`src/rtl/mac_vector_sequencer_pkg.sv`:
```
// Shared definitions for the MAC vector sequencer: state codes, status layout
// and the vector-length decode helper.
package mac_vector_sequencer_pkg;

  localparam int STATE_W = 3;

  typedef enum logic [STATE_W-1:0] {
    ST_IDLE   = 3'd0,
    ST_LOAD_A = 3'd1,
    ST_LOAD_B = 3'd2,
    ST_RUN    = 3'd3,
    ST_DRAIN  = 3'd4,
    ST_DONE   = 3'd5
  } state_t;

  // A requested length of 0 or anything beyond the buffer depth means "full depth".
  function automatic int eff_len(input int raw, input int depth);
    return (raw == 0 || raw > depth) ? depth : raw;
  endfunction

endpackage

```
`src/rtl/mac_seq_opbuf.sv`:
```
// Operand buffer: DEPTH x DATA_W register file with one synchronous write port
// and one asynchronous read port. Contents are intentionally not reset.
module mac_seq_opbuf #(
  parameter int DEPTH  = 8,
  parameter int DATA_W = 16,
  parameter int ADDR_W = 3
) (
  input  logic              clk,
  input  logic              we,
  input  logic [ADDR_W-1:0] waddr,
  input  logic [DATA_W-1:0] wdata,
  input  logic [ADDR_W-1:0] raddr,
  output logic [DATA_W-1:0] rdata
);

  logic [DATA_W-1:0] mem [DEPTH];

  always_ff @(posedge clk) begin
    if (we) mem[waddr] <= wdata;
  end

  assign rdata = mem[raddr];

endmodule

```
`src/rtl/mac_vector_sequencer.sv`:
```
// Load/compute sequencer for the FP MAC datapath: captures A and B vectors,
// streams them into the MAC beat by beat and returns the accumulated result.
//
//  state    | meaning
//  ---------+----------------------------------------------------------
//  IDLE     | waiting for start (new load) or rerun (reuse buffers)
//  LOAD_A   | accepting len words into buffer A
//  LOAD_B   | accepting len words into buffer B
//  RUN      | first cycle clears the MAC, then one beat per advance
//  DRAIN    | waiting out the MAC latency after the last beat
//  DONE     | result held until result_ready
module mac_vector_sequencer
  import mac_vector_sequencer_pkg::*;
#(
  parameter int DATA_W  = 16,
  parameter int ACC_W   = 16,
  parameter int DEPTH   = 8,
  parameter int ADDR_W  = $clog2(DEPTH),
  parameter int MAC_LAT = 2
) (
  input  logic                      clk,
  input  logic                      rst,
  input  logic                      start,
  input  logic                      rerun,
  input  logic                      abort,
  input  logic [ADDR_W:0]           vec_len,
  input  logic                      auto_run,
  input  logic                      step,
  input  logic                      in_valid,
  input  logic [DATA_W-1:0]         in_data,
  output logic                      in_ready,
  output logic                      mac_clr,
  output logic                      mac_en,
  output logic [DATA_W-1:0]         mac_a,
  output logic [DATA_W-1:0]         mac_b,
  input  logic [ACC_W-1:0]          mac_result,
  output logic                      result_valid,
  input  logic                      result_ready,
  output logic [ACC_W-1:0]          result_data,
  output logic                      busy,
  output logic [STATE_W+ADDR_W-1:0] status
);

  localparam int LEN_W = ADDR_W + 1;
  localparam int CNT_W = $clog2(MAC_LAT + 1);

  state_t            state, state_d;
  logic [ADDR_W-1:0] idx, idx_d;
  logic [LEN_W-1:0]  len, len_d;
  logic [CNT_W-1:0]  drain_cnt, drain_cnt_d;
  logic              step_q;
  logic              mac_clr_d, mac_en_d, result_valid_d;
  logic [DATA_W-1:0] mac_a_d, mac_b_d;
  logic [ACC_W-1:0]  result_data_d;
  logic              we_a, we_b;
  logic [DATA_W-1:0] rd_a, rd_b;
  logic              accept, last_idx, advance;

  mac_seq_opbuf #(.DEPTH(DEPTH), .DATA_W(DATA_W), .ADDR_W(ADDR_W)) u_buf_a (
    .clk   (clk),
    .we    (we_a),
    .waddr (idx),
    .wdata (in_data),
    .raddr (idx),
    .rdata (rd_a)
  );

  mac_seq_opbuf #(.DEPTH(DEPTH), .DATA_W(DATA_W), .ADDR_W(ADDR_W)) u_buf_b (
    .clk   (clk),
    .we    (we_b),
    .waddr (idx),
    .wdata (in_data),
    .raddr (idx),
    .rdata (rd_b)
  );

  assign in_ready = (state == ST_LOAD_A) || (state == ST_LOAD_B);
  assign busy     = (state != ST_IDLE);
  assign status   = {state, idx};
  assign accept   = in_valid & in_ready;
  assign last_idx = ({1'b0, idx} == (len - 1'b1));
  assign advance  = auto_run | (step & ~step_q);

  always_ff @(posedge clk or negedge rst) begin
    if (!rst) begin
      state        <= ST_IDLE;
      idx          <= '0;
      len          <= LEN_W'(DEPTH);
      drain_cnt    <= '0;
      step_q       <= 1'b0;
      mac_clr      <= 1'b0;
      mac_en       <= 1'b0;
      mac_a        <= '0;
      mac_b        <= '0;
      result_valid <= 1'b0;
      result_data  <= '0;
    end else begin
      state        <= state_d;
      idx          <= idx_d;
      len          <= len_d;
      drain_cnt    <= drain_cnt_d;
      step_q       <= step;
      mac_clr      <= mac_clr_d;
      mac_en       <= mac_en_d;
      mac_a        <= mac_a_d;
      mac_b        <= mac_b_d;
      result_valid <= result_valid_d;
      result_data  <= result_data_d;
    end
  end

  always_comb begin
    state_d        = state;
    idx_d          = idx;
    len_d          = len;
    drain_cnt_d    = drain_cnt;
    mac_clr_d      = 1'b0;
    mac_en_d       = 1'b0;
    mac_a_d        = mac_a;
    mac_b_d        = mac_b;
    result_valid_d = result_valid;
    result_data_d  = result_data;
    we_a           = 1'b0;
    we_b           = 1'b0;

    case (state)
      ST_IDLE: begin
        if (abort) begin
          state_d = ST_IDLE;
        end else if (start) begin
          len_d   = LEN_W'(eff_len(int'(vec_len), DEPTH));
          idx_d   = '0;
          state_d = ST_LOAD_A;
        end else if (rerun) begin
          idx_d     = '0;
          mac_clr_d = 1'b1;
          state_d   = ST_RUN;
        end
      end
      ST_LOAD_A: begin
        if (accept) begin
          we_a = 1'b1;
          if (last_idx) begin
            idx_d   = '0;
            state_d = ST_LOAD_B;
          end else begin
            idx_d = idx + 1'b1;
          end
        end
      end
      ST_LOAD_B: begin
        if (accept) begin
          we_b = 1'b1;
          if (last_idx) begin
            idx_d     = '0;
            mac_clr_d = 1'b1;
            state_d   = ST_RUN;
          end else begin
            idx_d = idx + 1'b1;
          end
        end
      end
      ST_RUN: begin
        // mac_clr is high only in the first RUN cycle, which never carries a beat
        if (!mac_clr && advance) begin
          mac_en_d = 1'b1;
          mac_a_d  = rd_a;
          mac_b_d  = rd_b;
          if (last_idx) begin
            idx_d       = '0;
            drain_cnt_d = CNT_W'(MAC_LAT);
            state_d     = ST_DRAIN;
          end else begin
            idx_d = idx + 1'b1;
          end
        end
      end
      ST_DRAIN: begin
        if (drain_cnt == CNT_W'(1)) begin
          result_data_d  = mac_result;
          result_valid_d = 1'b1;
          state_d        = ST_DONE;
        end else begin
          drain_cnt_d = drain_cnt - 1'b1;
        end
      end
      ST_DONE: begin
        if (result_ready) begin
          result_valid_d = 1'b0;
          state_d        = ST_IDLE;
        end
      end
      default: state_d = ST_IDLE;
    endcase

    // Abort wins over everything; buffers and len survive so rerun can reuse them.
    if (abort && state != ST_IDLE) begin
      state_d        = ST_IDLE;
      idx_d          = '0;
      mac_en_d       = 1'b0;
      mac_clr_d      = 1'b0;
      result_valid_d = 1'b0;
    end
  end

endmodule
```
`config.mk`:
```
export PLATFORM = sky130hd
export DESIGN_NAME = mac_vector_sequencer
export DESIGN_NICKNAME = d
export VERILOG_FILES = /design/src/rtl/mac_vector_sequencer_pkg.sv /design/src/rtl/mac_seq_opbuf.sv /design/src/rtl/mac_vector_sequencer.sv
export SDC_FILE = /design/constraint.sdc
export NUM_CORES = 1
export LEC_CHECK = 0
export CAP_MARGIN = 10
export CORE_MARGIN = 2
export CORE_UTILIZATION = 27
export DETAILED_ROUTE_END_ITERATION = 8
export SLEW_MARGIN = 20
export SYNTH_ARGS = -nofsm -noshare
export SYNTH_HDL_FRONTEND = slang
export SYNTH_SLANG_ARGS = --single-unit
```
`constraint.sdc`:
```
create_clock -name clk -period 4.4 [get_ports clk]
set_input_delay 1.32 -clock clk [delete_from_list [all_inputs] [get_ports clk]]
set_output_delay 1.32 -clock clk [all_outputs]
set_load 0.02 [all_outputs]
```
* Word-level counts from Yosys, hierarchy flattened
Memory sizes are Yosys's and may differ from the RTL's. A register that Yosys moved wholly into a read port is not among the register bits.
Cells that the tools add are included.
** Word-level totals
- Output and inout bits :: 59
- Memory bits (read-only) :: 0
- Input bits :: 45
- RAM bits :: 256
- Bits in latches :: 0
- Memories :: 2
- Register bits :: 32
** Memory list
- u_buf_a.mem :: words 8, bits a word 16, read ports 1, clocked after memory_dff 1, wr ports 1, line mac_seq_opbuf.sv:16 : logic [DATA_W-1:0] mem [DEPTH];
- u_buf_b.mem :: words 8, bits a word 16, read ports 1, clocked after memory_dff 1, wr ports 1, line mac_seq_opbuf.sv:16
** Cells by class
- $lt $le $gt $ge :: 1
- $add $sub $neg :: 3
- Multiplexer cells :: 47
- Multiply operators :: 0
- Reductions and logical operators :: 21
- Equality and inequality tests :: 22
- Shifts and indexed selects :: 0
- Divide/modulo/power cells :: 0
- Bitwise logic cells :: 5
** Operators with widths (count)
- $mux 3 :: 19
- $mux 1 :: 19
- $pmux 3 s6 :: 1
- $ne 3x3->1 const B :: 5
- $ne 3x2->1 const B :: 4
- $pmux 3 s3 :: 1
- $reduce_and 9->1 :: 1
- $eq 3x2->1 const B :: 2
- $eq 3x3->1 const B :: 2
- $mux 2 :: 3
- $ne 2x2->1 const B :: 3
- $reduce_and 3->1 :: 2
- $reduce_bool 3->1 :: 2
- $ne 5x5->1 const B :: 1
- $reduce_and 5->1 :: 1
- $eq 3x4->1 :: 1
- $gt 4x4->1 const B :: 1
- $logic_not 4->1 :: 1
- $mux 4 :: 1
- $ne 4x4->1 const B :: 1
- $pmux 1 s2 :: 2
- $pmux 2 s2 :: 1
- $reduce_and 2->1 :: 2
- $reduce_and 4->1 :: 1
- other kinds (16) :: 22

* Depth between registers and ports, before layout
- Depth in word-level cells :: 7
- Gate-level depth with buffers :: 8
- Depth with buffers taken out :: 7

* Cells and area by module
A second synthesis with hierarchy kept.
** Unflattened totals
- Cell total of the unflattened synthesis :: 615
- Area, all modules :: 12773.5 um^2
** Modules (own cells, without submodules)
- mac_seq_opbuf :: times used 2, cells an instance 198, sequential area each 3843.7 um^2, area each 4973.5 um^2
- mac_vector_sequencer :: times used 1, cells an instance 219, sequential area each 1602.8 um^2, area each 2826.5 um^2

* Worst setup path before layout
Ideal clock, no wire load.
- Path type :: in2reg
- Start :: input port in_valid
- End :: memory u_buf_a.mem[6][0] (enable)
- Slack :: 1.202 ns
- Data required time :: 3.991 ns
- Stages :: 2
- Data arrival time :: 2.789 ns
- Cell sequence :: nand4b_1 > nor3_1
** On the way
- Cells in the longest elaborated chain, start to end :: 5
** RTL lines
- start, declared :: line mac_vector_sequencer.sv:29 : input logic in_valid,
- $and 1x1->1 :: line mac_vector_sequencer.sv:80 : assign accept = in_valid & in_ready;
- $mux 1 :: line mac_vector_sequencer.sv:141 : if (accept) begin
- $mux 1 :: line mac_vector_sequencer.sv:126 : case (state)
- $mux 1 :: line mac_seq_opbuf.sv:19 : if (we) mem[waddr] <= wdata;
- $mux 1 (implied by the code) :: line mac_seq_opbuf.sv:19
- end, declared :: line mac_seq_opbuf.sv:16
No other way between the ends.

* Final worst setup path
- Start :: register state[1]
- End :: output port busy
** On the way
- Cells in the longest elaborated chain, start to end :: 1
** RTL lines
- start, declared :: line mac_vector_sequencer.sv:47 : state_t state, state_d;
- start signal, assigned :: line mac_vector_sequencer.sv:98 : state <= state_d;
- $reduce_bool 3->1 :: line mac_vector_sequencer.sv:78 : assign busy = (state != ST_IDLE);
- end, declared :: line mac_vector_sequencer.sv:40 : output logic busy,
No other way between the ends.

==> summary.md <==
| Metric | Value |
|---|---|
| Hold-fix buffers at CTS | `0` |
| Die Area | `48,200 um^2` |
| Clock latency on the worst-skew pair | `0.52 ns` |
| Final core utilization | `34.1%` |
| Top cell type's share of synthesized area | `61.3%` |
| Hold slack final | `0.504 ns` |
| CP required | `3.08 ns` |
| Count of pins over their slew limit | `0` |
| Cells after Synth | `754` |
| Pin count of the biggest net entering global routing | `65` |
| CTS tree | `built` |
| Drt via density | `4.79` |
| Vias in the first global route | `7,329` |
| Via Count | `7,250` |
| DIE HEIGHT | `220 um` |
| Slew HR | `33.7%` |
| Worst slew pin tran | `0.991 ns` |
| Final-report setup violation count | `0` |
| WS Path Type | `reg2out` |
| Pwr Density | `591 nW/um^2` |
| Synth cell types | `60` |
| Largest area contributor in the netlist | `edfxtp_1` |
| Io pins | `104` |
| Post-CTS Setup Inserts | `0` |
| P_leak | `5.17 nW` |
| Initial Utilization | `27.5%` |
| Final Non-Filler Cells | `1,512` |
| Worst hold path depth | `1` |
| Hold Path Origin | `result_data[8]` |
| H-tree lvl count | `2` |
| Worst r2r src | `idx[2]` |
| VDD IR max | `391 uV` |
| DR top layer | `met4` |
| Initial antenna violation count | `0` |
| First DRT Iteration DRCs | `838` |
| Met2 Routed Length | `14,200 um` |
| Reg2reg path depth | `6` |
| Final ANT Viol Nets | `0` |
| CTS Buffer Depth | `3` |
| Num CTS Buffers | `35` |
| Synth warn | `0` |
| Layout cell share with drive strength beyond 1 | `18.8%` |
| Mean Syn Cell Area | `16.6 um^2` |
| Placed insts | `1,449` |
| GP Congestion | `0.779` |
| FMAX | `280 MHz` |
| Die W | `220 um` |
| WL final | `31,500 um` |
| Port-buffer cells | `103` |
| Area Growth Syn to Fin | `23.8%` |
| Post-synth EDFFs | `256` |
| First-pass GRT wire length | `47,100 um` |
| CP Launch Type | `flop` |
| Metal3 WL | `2320 um` |
| Core area | `45,600 um^2` |
| Top_reg_cell synth | `edfxtp_1` |
| Mapped Nets | `802` |
| Max-cap violation count | `0` |
| Flop and latch count out of synthesis | `320` |
| Worst slack, placed | `0.799 ns` |
| Period utilization | `81.0%` |
| Core Rows | `78` |
| Routed length on met1 | `14,400 um` |
| Fraction of registers with async set/reset | `20.0%` |
| CP endpoint kind | `primary output` |
| Ant. Diodes | `0` |
| Post-CTS resize count | `0` |
| Worst hold endpoint | `result_data[8]` |
| Area contributors post-synth | `edfxtp_1 (61%), dfrtp_1 (13%), mux4_2 (4.7%)` |
| Fillers | `4,350` |
| Register area share after synthesis | `74.1%` |
| Worst-path clk slew | `0.06 ns` |
| Worst min path class | `reg2reg` |
| Avg WL per Cell | `20.8 um` |
| Worst setup margin | `0.835 ns` |
| CP arrival | `2.25 ns` |
| Fin Setup TNS | `0 ns` |
| Tmin final | `3.57 ns` |
| NumNets Final | `934` |
| Root buf cell | `clkbuf_16` |
| Clock Skews | `0.0108 ns` |
| RR Endpoint | `mac_a[14]` |
| Drt first pass iters | `7` |
| Reg2reg setup slack | `1.73 ns` |
| DRC | `0` |
| Grt ovf | `0` |
| RSZ-0062 raised after global routing | `no` |
| DP HPWL | `19,700 um` |
| All-Layer GR Usage | `13.0%` |
| Final Hold Viols | `0` |
| Status | `completed` |
| Crit path max fanout | `14` |
| Clock Sinks | `320` |
| Cell Area, Synth | `12,500 um^2` |
[state kept, by name, summed over array words and instances (netlist names), 2 cells and up]
register / count
len: 4
u_buf_a.mem: 128
mac_a: 16
state: 3
drain_cnt: 2
idx: 3
mac_b: 16
result_data: 16
u_buf_b.mem: 128
[cells by family after synthesis]
group / Yosys count / synth area share (%)
AOI/OAI and AO/OA: 134 / 7.49
buffers and inverters: 48 / 1.97
DFF: 320 / 74.1
xor gates and xnor gates: 4 / 0.279
and+or+nand+nor: 154 / 5.68
muxes: 91 / 10.2
adders and majority gates: 3 / 0.299
[synth_stat cells, types with 2 or more instances]
cell	count
edfxtp_1	256
nor2_1	73
dfrtp_1	63
a21oi_1	45
mux2_2	37
nand2_1	32
mux2i_1	28
mux4_2	26
buf_2	20
a22oi_1	16
a221oi_1	15
o21ai_0	13
nor2b_1	12
clkbuf_1	10
nor3_1	9
buf_4	7
inv_1	6
nand2b_1	6
o211ai_1	6
a221o_1	5
and2_1	5
a211oi_1	4
a222oi_1	3
a22o_1	3
a31oi_1	3
ha_1	3
nand3_1	3
a22o_2	2
a32o_1	2
and3b_1	2
buf_1	2
buf_6	2
nand4b_1	2
nor4_1	2
o221a_2	2
o2bb2ai_1	2
or2_2	2
xnor2_1	2
xor2_1	2
[area by class of cell]
type / count / area, um^2 / share of cell area (%)
multi-input combinational: 386 / 3030 / 19.5
timing repair buffer: 137 / 1310 / 8.42
sequential: 320 / 9300 / 59.8
clock buffer: 49 / 980 / 6.31
tap: 600 / 751 / 4.83
inverter: 6 / 22.5 / 0.145
clock inverter: 14 / 144 / 0.926
[worst max path at each step]
stage / start / end / slack (ns) / cells after the start
finish: state[1] / busy / 0.83 / 3
global route: state[1] / busy / 0.78 / 3
CTS: state[1] / busy / 0.84 / 3
detailed placement: in_valid / u_buf_b.mem[6][7] / 0.80 / 4
global placement: in_valid / u_buf_b.mem[6][0] / 0.90 / 4
floorplan: in_valid / u_buf_a.mem[6][0] / 1.20 / 2
[where the power goes]
part	switching, mW	internal [mW]
registers	0.277	3.62
clock network	1.18	1.68
logic	1.32	1.12
[cells in the final DEF, fill, tap and decap left out, drive strengths merged, types with 8 or more instances in the layout]
cell and instances:
a21oi 45, nand2 32, clkbuf 49, buf 35, clkinv 8, nor2b 12, o21ai 13, dfrtp 63
a221oi 15, nor2 74, a22oi 16, mux4 26, edfxtp 256, nor3 9, mux2i 28, mux2 37
clkdlybuf4s50 102
[per-stage QoR]
step	power (mW)	instance area [um^2]
floorplan	5.38	12500
global placement	6.38	14400
detailed placement	6.41	14400
CTS	9.29	15500
global route	9.63	15500
finish	9.19	15500
[critical path, stage by stage (launching register included)]
cell and delay, ns:
dfrtp_1 0.57, nor2_1 0.40, nand2_1 0.19, clkdlybuf4s50_1 0.57
[layer usage]
layer  GRT usage, %  up-vias
li1               -     3212
met1           18.6     3706
met4           2.95        0
met5              0        -
met3           2.97       41
met2           20.1      291
No activity file was read; power rests on OpenSTA's default activity.
